$ cat src/rtl/bsg_store_and_forward_pkt.sv
// Packet store-and-forward buffer: speculative circular write, release on commit of last word.
// Optional statistics counters are built only when BSG_SAF_STATS_EN is defined.
module bsg_store_and_forward_pkt #(
    parameter int unsigned width_p                 = 8,
    parameter int unsigned els_p                   = 8,
    parameter int unsigned pkt_els_p               = 4,
    parameter int unsigned max_len_p               = els_p,
    parameter int unsigned write_no_backpressure_p = 0,
    parameter int unsigned drop_error_p            = 0,
    parameter int unsigned count_width_p           = 16
) (
    input  logic                               clk_i,
    input  logic                               reset_i,
    input  logic [width_p-1:0]                 data_i,
    input  logic                               v_i,
    input  logic                               last_i,
    input  logic                               error_i,
    output logic                               ready_o,
    output logic [width_p-1:0]                 data_o,
    output logic                               v_o,
    output logic                               last_o,
    input  logic                               yumi_i,
    output logic                               good_packet_o,
    output logic                               bad_packet_o,
    output logic                               incomplete_packet_o,
    output logic                               oversize_packet_o,
    output logic [$clog2(pkt_els_p+1)-1:0]     pkt_count_o,
    output logic [count_width_p-1:0]           stat_good_o,
    output logic [count_width_p-1:0]           stat_drop_o
);

    localparam int unsigned PtrW = $clog2(els_p);
    localparam int unsigned OccW = $clog2(els_p + 1);
    localparam int unsigned PcW  = $clog2(pkt_els_p + 1);
    localparam int unsigned LenW = $clog2(max_len_p + 2);
    localparam bit          Bp   = (write_no_backpressure_p != 0);
    localparam bit          DropErr = (drop_error_p != 0);

    typedef enum logic [1:0] {StIdle, StRecv, StDrop} state_e;

    state_e            state_q, state_d;
    logic [PtrW-1:0]   rptr_q, rptr_d, wptr_c_q, wptr_c_d, wptr_s_q, wptr_s_d;
    logic [OccW-1:0]   occ_q, occ_d, occ_c_q, occ_c_d;
    logic [PcW-1:0]    pkt_count_q, pkt_count_d;
    logic [LenW-1:0]   len_q, len_d, len_inc;
    logic              commit_q;
    logic              good_q, good_d, bad_q, bad_d, over_q, over_d, inc_q, inc_d;

    logic [width_p:0]  mem_q [els_p];
    logic [width_p:0]  rd_q;

    logic full, cnt_full, enq, yumi, yumi_last, in_pkt, drop_trig, write;
    logic commit, err_drop, rollback, drop_end, len_over;

    function automatic logic [PtrW-1:0] ptr_inc(input logic [PtrW-1:0] p);
        return (p == PtrW'(els_p - 1)) ? '0 : p + PtrW'(1);
    endfunction

    assign full     = (occ_q == OccW'(els_p));
    assign cnt_full = (pkt_count_q == PcW'(pkt_els_p));
    // Independent of yumi_i so there is no combinational path from consumer to producer.
    assign ready_o  = Bp | (state_q == StDrop) | (~full & ~((state_q == StIdle) & cnt_full))
                    | (full & (occ_c_q == '0));

    assign enq       = v_i & ready_o;
    assign yumi      = yumi_i & v_o;
    assign yumi_last = yumi & last_o;
    assign in_pkt    = (state_q != StDrop);
    assign len_inc   = (len_q == LenW'(max_len_p + 1)) ? len_q : len_q + LenW'(1);
    assign len_over  = (len_inc > LenW'(max_len_p));

    assign drop_trig = enq & in_pkt & ((full & Bp) | (full & (occ_c_q == '0))
                     | (len_q == LenW'(max_len_p)) | ((state_q == StIdle) & cnt_full & Bp));
    assign write     = enq & in_pkt & ~drop_trig;
    assign commit    = write & last_i & ~(DropErr & error_i);
    assign err_drop  = write & last_i & DropErr & error_i;
    assign rollback  = drop_trig | err_drop;
    assign drop_end  = enq & last_i & ((state_q == StDrop) | drop_trig);

    always_comb begin
        state_d     = state_q;
        rptr_d      = yumi ? ptr_inc(rptr_q) : rptr_q;
        wptr_c_d    = commit ? ptr_inc(wptr_s_q) : wptr_c_q;
        wptr_s_d    = wptr_s_q;
        occ_d       = occ_q + OccW'(write) - OccW'(yumi);
        occ_c_d     = occ_c_q - OccW'(yumi);
        pkt_count_d = pkt_count_q + PcW'(commit) - PcW'(yumi_last);
        len_d       = len_q;
        if (rollback) begin
            wptr_s_d = wptr_c_q;
            occ_d    = occ_c_q - OccW'(yumi);
        end else if (write) begin
            wptr_s_d = ptr_inc(wptr_s_q);
        end
        if (commit) begin
            occ_c_d = occ_q + OccW'(1) - OccW'(yumi);
        end
        if (enq) begin
            len_d = last_i ? '0 : len_inc;
            if (last_i) begin
                state_d = StIdle;
            end else if (!in_pkt || drop_trig) begin
                state_d = StDrop;
            end else begin
                state_d = StRecv;
            end
        end
        good_d = commit & ~error_i;
        bad_d  = (commit & error_i) | err_drop;
        over_d = drop_end & len_over;
        inc_d  = drop_end & ~len_over;
    end

    always_ff @(posedge clk_i) begin
        if (reset_i) begin
            state_q     <= StIdle;
            rptr_q      <= '0;
            wptr_c_q    <= '0;
            wptr_s_q    <= '0;
            occ_q       <= '0;
            occ_c_q     <= '0;
            pkt_count_q <= '0;
            len_q       <= '0;
            commit_q    <= 1'b0;
            good_q      <= 1'b0;
            bad_q       <= 1'b0;
            over_q      <= 1'b0;
            inc_q       <= 1'b0;
        end else begin
            state_q     <= state_d;
            rptr_q      <= rptr_d;
            wptr_c_q    <= wptr_c_d;
            wptr_s_q    <= wptr_s_d;
            occ_q       <= occ_d;
            occ_c_q     <= occ_c_d;
            pkt_count_q <= pkt_count_d;
            len_q       <= len_d;
            commit_q    <= commit;
            good_q      <= good_d;
            bad_q       <= bad_d;
            over_q      <= over_d;
            inc_q       <= inc_d;
        end
    end

    // Read register always tracks the next head so output words stream without bubbles.
    always_ff @(posedge clk_i) begin
        if (write) begin
            mem_q[wptr_s_q] <= {last_i, data_i};
        end
        rd_q <= mem_q[rptr_d];
    end

    // A fresh commit becomes visible one cycle later, once the read register holds its head word.
    assign v_o    = (pkt_count_q != '0) & ~(commit_q & (pkt_count_q == PcW'(1)));
    assign data_o = rd_q[width_p-1:0];
    assign last_o = rd_q[width_p];

    assign good_packet_o       = good_q;
    assign bad_packet_o        = bad_q;
    assign incomplete_packet_o = inc_q;
    assign oversize_packet_o   = over_q;
    assign pkt_count_o         = pkt_count_q;

`ifdef BSG_SAF_STATS_EN
    logic [count_width_p-1:0] stat_good_q, stat_drop_q;
    logic                     drop_evt;

    assign drop_evt = over_d | inc_d | err_drop;

    always_ff @(posedge clk_i) begin
        if (reset_i) begin
            stat_good_q <= '0;
            stat_drop_q <= '0;
        end else begin
            if (good_d && !(&stat_good_q)) stat_good_q <= stat_good_q + count_width_p'(1);
            if (drop_evt && !(&stat_drop_q)) stat_drop_q <= stat_drop_q + count_width_p'(1);
        end
    end

    assign stat_good_o = stat_good_q;
    assign stat_drop_o = stat_drop_q;
`else
    assign stat_good_o = '0;
    assign stat_drop_o = '0;
`endif

endmodule

$ cat config.mk
export PLATFORM = sky130hd
export DESIGN_NAME = bsg_store_and_forward_pkt
export DESIGN_NICKNAME = d
export VERILOG_FILES = /design/src/rtl/bsg_store_and_forward_pkt.sv
export SDC_FILE = /design/constraint.sdc
export NUM_CORES = 1
export LEC_CHECK = 0
export BUFFER_PORTS_ARGS = -buffer_cell sky130_fd_sc_hd__buf_2
export CORE_MARGIN = 2
export CORE_UTILIZATION = 42
export CTS_BUF_LIST = sky130_fd_sc_hd__clkbuf_8
export DETAILED_ROUTE_END_ITERATION = 7
export PLACE_DENSITY = 0.74
export SYNTH_ARGS = -nofsm -noshare
export SYNTH_HDL_FRONTEND = slang
export SYNTH_SLANG_ARGS = --single-unit
$ cat constraint.sdc
create_clock -name clk_i -period 2.8 [get_ports clk_i]
set_clock_uncertainty 0.05 [all_clocks]
set_input_delay 0.14 -clock clk_i [delete_from_list [all_inputs] [get_ports clk_i]]
set_output_delay 0.14 -clock clk_i [all_outputs]
set_load 0.01 [all_outputs]
* Yosys cells after proc, flatten, opt, wreduce, memory -nomap -nowiden
Memory sizes are Yosys's and may differ from the RTL's. A register that Yosys moved wholly into a read port is not among the register bits.
Cells that the tools add are included.
Widths: inputs -> output; s select.
** Storage, ports and cells
- Bits of input ports :: 14
- Memories :: 1
- Flip-flop bits (word level) :: 31
- Memory bits (writable) :: 72
** Operators by class
- Add/sub/neg operators :: 10
- Bitwise operators :: 28
- Magnitude comparators :: 1
- Muxes and demuxes :: 13
- Reduce and logical (&&, ||, !) cells :: 6
- Equality and inequality tests :: 9
** Memory list
- mem_q :: words 8, width 9, rd ports 1, clocked after memory_dff 1, wr ports 1, line 49 : logic [width_p:0] mem_q [els_p];
** Operator list (count)
- $and 1x1->1 :: 18
- $mux 4 :: 4
- $mux 3 :: 5
- $eq 4x4->1 const B :: 3
- $sub 4x1->4 :: 3
- $eq 3x3->1 const B :: 3
- $add 4x1->4 const B :: 2
- $add 3x1->3 const B :: 2
- $not 1->1 :: 6
- $add 4x1->4 :: 1
- $gt 4x4->1 const B :: 1
- $logic_not 4->1 :: 1
- $mux 2 :: 2
- $or 1x1->1 :: 4
- $add 3x1->3 :: 1
- $eq 3x1->1 const B :: 1
- $reduce_bool 3->1 :: 1
- $sub 3x1->3 :: 1
- $eq 2x2->1 const B :: 1
- $logic_not 2->1 :: 1
- $mux 1 :: 2
- $ne 2x2->1 const B :: 1
- $reduce_bool 2->1 :: 1
- $logic_not 1->1 :: 1
- $logic_or 1x1->1 :: 1

* Longest topological paths before layout
- Depth after elaboration :: 14
- Depth in mapped cells :: 15

* Worst setup path before layout
Ideal clock, no wire load.
- Kind :: register -> register
- From :: reg occ_q[2]
- To :: mem mem_q[4][0] (netlist name) (enable)
- Path slack :: -2 ps
- Stages on the path, launching flop included :: 9
- Clock period less this slack :: 2802 ps
- Arrival time :: 2349 ps
- Data required time :: 2347 ps
- Cells stage by stage :: dfxtp_1 -> inv_1 -> ha_1 -> nor3b_1 -> nor2_1 -> and3_1 -> buf_2 -> inv_1 -> nor4b_1
** On the way
- Longest elaborated chain between the ends :: 12
- Elaborated cells between the ends (all ways) :: 14
- Classes of those cells :: 1 x eq/ne; 2 x mux; 11 x bitwise
** RTL lines
- from (decl) :: line 43 : logic [OccW-1:0] occ_q, occ_d, occ_c_q, occ_c_d;
- from (signal assigned) :: line 120 : occ_q <= '0;
- from (signal assigned) :: line 134 : occ_q <= occ_d;
- $eq 4x4->1 (*) :: line 59 : assign full = (occ_q == OccW'(els_p));
- $not 1->1 :: line 62 : assign ready_o = Bp | (state_q == StDrop) | (~full & ~((state_q == StIdle) & cnt_full))
- $and 1x1->1 :: line 62
- $or 1x1->1 :: line 62
- $or 1x1->1 :: line 63 : | (full & (occ_c_q == '0));
- $and 1x1->1 :: line 65 : assign enq = v_i & ready_o;
- $and 1x1->1 :: line 72, 74
- $and 1x1->1 :: line 72 : assign drop_trig = enq & in_pkt & ((full & Bp) | (full & (occ_c_q == '0))
- $not 1->1 :: line 74 : assign write = enq & in_pkt & ~drop_trig;
- $and 1x1->1 (*) :: line 74
- $mux 1 (*) :: line 148 : if (write) begin
- $mux 1 (implied by the code) (*) :: line 149 : mem_q[wptr_s_q] <= {last_i, data_i};
- to (decl) :: line 49
Mark *: on every way between the ends. The rest lies on a longest branch, timed or not.

* Worst setup path in the final report
- From :: reg occ_q[2]
- To :: reg occ_q[1]
** On the way
- Longest elaborated chain between the ends :: 13
- Elaborated cells between the ends (all ways) :: 15
- Classes of those cells :: 2 x add/sub; 1 x eq/ne; 1 x mux; 11 x bitwise
** RTL lines
- $eq 4x4->1 (*) :: line 59
- $not 1->1 :: line 62
- $and 1x1->1 :: line 62
- $or 1x1->1 :: line 62
- $or 1x1->1 :: line 63
- $and 1x1->1 :: line 65
- $and 1x1->1 :: line 72, 74
- $and 1x1->1 :: line 72
- $not 1->1 :: line 74
- $and 1x1->1 :: line 74
- $add 4x1->4 :: line 85 : occ_d = occ_q + OccW'(write) - OccW'(yumi);
- $sub 4x1->4 :: line 85
- $mux 4 (*) :: line 89 : if (rollback) begin
Marked as above.
A chain may end at the register's enable or synchronous reset.

==> impl_results.md <==
- Most used flip-flop cell after synthesis: sky130_fd_sc_hd__edfxtp_1
- Remaining antenna violation count: 0
- Number of flops mapped to enable cells by yosys: 72
- Clock Tree Buf Depth: 2
- Smallest hold slack: 16.6 ps
- Total number of vias: 4576
- Worst rel slew slack: 0.530
- Most common cell in the synthesized netlist: sky130_fd_sc_hd__edfxtp_1
- Worst reg2reg setup slack: 190 ps
- TritonCTS clock tree: done
- Routed wirelength normalized by instance count: 18.6 microns
- Synthesized flop and latch total: 112
- Ranking of synthesized cells by area: sky130_fd_sc_hd__edfxtp_1 (37%), sky130_fd_sc_hd__dfxtp_1 (14%), sky130_fd_sc_hd__a221oi_1 (5.5%)
- Share of flip-flops with an asynchronous set or reset after synthesis: 0
- Final-layout fill cell count: 1195
- Overflow left after global routing: 0
- Start point of the critical path: occ_q[2]
- Antenna violations before repair: 0
- Crit start category: flop
- Period utilisation layout: 0.932
- Arrival time at the worst endpoint: 2870 ps
- Peak VDD IR: 0.344 mV
- Number of ports placed on the die boundary: 64
- Post-placement worst setup slack: 197 ps
- Library cell with the largest summed area after synthesis: sky130_fd_sc_hd__edfxtp_1
- Share of synthesized area occupied by flip-flops and latches: 0.501
- Cell area after layout: 6560 sq um
- Global-route usage over all layers: 0.196
- Max capacitance violation total: 0
- Worst Tran Pin Value: 691 ps
- Outcome: completed
- Number of standard-cell rows in the floorplan: 43
- Hold violation count in the final report: 0
- Clock latency at the later pin of the worst-skew pair: 390 ps
- Reg-to-Reg End: occ_q[1]
- Area enclosed by the die boundary: 15100 sq um
- Final Power: 5.53 mW
- Die outline width: 123 microns
- Fmax achieved: 383 MHz
- Cell count after synthesis: 542
- Post-layout minimum cycle time: 2610 ps
- Y dimension of the die: 123 microns
- Wire length of the first global-routing pass: 22500 microns
- Endpoint type of the worst setup path: flop
- Cell depth of the worst flop-to-flop path: 13
- Leak Pwr: 2.47 nW
- Diodes inserted: 0
- Initial standard-cell utilization of the core: 0.428
- Cell area after placement: 6250 sq um
- Final cell count without fillers: 768
- Category of the most critical setup path: reg2reg
- DRC: 0
- Final Util: 0.474
- Setup Buffers After CTS: 0
- Net total in the final layout: 618
- Root Driver: sky130_fd_sc_hd__clkbuf_8
- Drt pass-1 iters: 6
- Final setup violating endpoints: 0
- Worst-path clk slew: 110 ps
- Vias in the first global route: 4346
- First-iteration detailed-routing DRC count: 621
- Launching point of the worst reg2reg path: occ_q[2]
- Worst-case setup margin in the final layout: 190 ps
- Worst setup path endpoint: occ_q[1]
- Hold/Removal Path Class: in2reg
- Setup Total Neg Slack: 0 ps
- Number of clock sinks: 112
- Mapped Area: 5920 sq um
- GP Congestion: 0.857
- IO buf count: 31
- Via count normalized by instance count: 5.96
- Count of placed standard cells including taps: 743
- DP Wirelength: 8970 microns
- Post-synth cell types: 64
- Power density relative to cell area: 843 nW/um^2
- Core Area: 13800 sq um
- Top post-synthesis cells by count: sky130_fd_sc_hd__edfxtp_1 (72), sky130_fd_sc_hd__dfxtp_1 (40), sky130_fd_sc_hd__a221oi_1 (37)
- Worst EP required: 3060 ps
- RSZ-0062 raised after global routing: false
- Number of H-tree levels: 3
- Maximum fanout along the worst path: 2
- Syn. warnings: 0
- Inserted Clock Buffers: 9
- Routed WL: 14300 microns
- Pins Over Slew Limit: 0
- Layout-stage area growth over the synthesis result: 10.8%
- Largest net degree at the start of global routing: 49
- Fraction of post-synthesis cell area in the top cell type by area: 0.365
- Layout cell share with drive strength beyond 1: 0.167
- Average instance area after synthesis: 10.9 sq um
-- layout by cell type (no fill, tap or decap), types with 3 or more instances in the layout --
| cell | netlist | layout |
|---|---|---|
| sky130_fd_sc_hd__o211a_1 | 16 | 16 |
| sky130_fd_sc_hd__buf_4 | 32 | 28 |
| sky130_fd_sc_hd__xnor2_1 | 6 | 6 |
| sky130_fd_sc_hd__a222oi_1 | 3 | 3 |
| sky130_fd_sc_hd__mux2i_1 | 4 | 4 |
| sky130_fd_sc_hd__nand2b_1 | 6 | 6 |
| sky130_fd_sc_hd__conb_1 | 1 | 32 |
| sky130_fd_sc_hd__nor2_1 | 28 | 27 |
| sky130_fd_sc_hd__ha_1 | 19 | 19 |
| sky130_fd_sc_hd__a21oi_1 | 15 | 15 |
| sky130_fd_sc_hd__o21ai_0 | 28 | 28 |
| sky130_fd_sc_hd__nor4b_2 | 1 | 3 |
| sky130_fd_sc_hd__nand2_1 | 17 | 17 |
| sky130_fd_sc_hd__nor3b_1 | 17 | 16 |
| sky130_fd_sc_hd__o32ai_1 | 7 | 7 |
| sky130_fd_sc_hd__a211oi_1 | 11 | 11 |
| sky130_fd_sc_hd__edfxtp_1 | 72 | 72 |
| sky130_fd_sc_hd__o22a_1 | 8 | 8 |
| sky130_fd_sc_hd__o211ai_1 | 14 | 14 |
| sky130_fd_sc_hd__nor3_1 | 12 | 12 |
| sky130_fd_sc_hd__a221oi_1 | 37 | 37 |
| sky130_fd_sc_hd__nor2b_1 | 8 | 7 |
| sky130_fd_sc_hd__and2_1 | 19 | 19 |
| sky130_fd_sc_hd__nand3_1 | 8 | 8 |
| sky130_fd_sc_hd__inv_1 | 26 | 26 |
| sky130_fd_sc_hd__dlygate4sd3_1 | 0 | 9 |
| sky130_fd_sc_hd__dfxtp_1 | 40 | 40 |
| sky130_fd_sc_hd__buf_2 | 10 | 31 |
| sky130_fd_sc_hd__clkbuf_8 | 0 | 10 |
-- how the worst min path moves through the flow --
stage,start,end,cells after the start
2_1_floorplan,error_i,good_packet_o,1
3_3_place_gp,error_i,good_packet_o,2
3_5_place_dp,error_i,good_packet_o,2
4_1_cts,data_i[2],mem_q[5][2],1
5_1_grt,data_i[2],mem_q[5][2],1
6_report,data_i[2],mem_q[0][2],1
-- area by class of cell --
class,count,area [sq um],area share
Timing Repair Buffer,68,455,0.0695
Inverter,27,101,0.0155
Tap cell,180,225,0.0344
Clock inverter,6,67.6,0.0103
Multi-Input combinational cell,365,2610,0.397
Sequential cell,112,2960,0.452
Clock buffer,10,138,0.0210
-- cells by family (layout without fill, tap and decap cells) --
logic type,count (synthesis),after routing,synth area share
compound gates,160,160,0.212
xor+xnor,7,7,0.0104
fa+ha+maj,21,21,0.0470
buf+inv,96,111,0.0833
flops,112,112,0.501
mux,7,7,0.0133
other cells,1,32,0.000634
simple gates,138,138,0.132
-- registers in the layout, summed over array words and instances, names as in the netlist --
signal,count
mem_q,72
rd_q,9
len_q,4
occ_c_q,4
occ_q,4
pkt_count_o,3
rptr_q,3
wptr_c_q,3
wptr_s_q,3
state_q,2
bad_packet_o,1
commit_q,1
good_packet_o,1
incomplete_packet_o,1
oversize_packet_o,1
-- what timing repair did --
item | in CTS | in global routing
setup endpoints to repair | 0 | 3
endpoints found under the hold margin | 59 | 0
resized for setup | 0 | 3
hold buffers | 9 | 0
-- routing by layer --
metal	up-vias	global-route usage	routed length [microns]
met3	32	0.0274	1060
li1	2083	-	-
met5	-	0	0
met1	2233	0.253	5830
met2	228	0.325	7070
met4	0	0.0927	361
-- worst max-delay path: stages (launching register included) --
cell and delay [ps]:
sky130_fd_sc_hd__dfxtp_1 360, sky130_fd_sc_hd__inv_1 70, sky130_fd_sc_hd__ha_1 200, sky130_fd_sc_hd__nor3b_2 170, sky130_fd_sc_hd__nor2_2 130, sky130_fd_sc_hd__and3_1 190
sky130_fd_sc_hd__inv_1 60, sky130_fd_sc_hd__ha_1 270, sky130_fd_sc_hd__inv_1 40, sky130_fd_sc_hd__ha_1 180, sky130_fd_sc_hd__inv_1 70, sky130_fd_sc_hd__fa_1 410
sky130_fd_sc_hd__and2_1 150, sky130_fd_sc_hd__a211oi_1 200
-- power by group --
| group | switching, mW | internal (mW) |
|---|---|---|
| Sequential | 0.145 | 2.00 |
| Combinational | 1.42 | 0.962 |
| Clock | 0.558 | 0.442 |
| Total | 2.13 | 3.40 |
(Power assumes the default switching activity.)
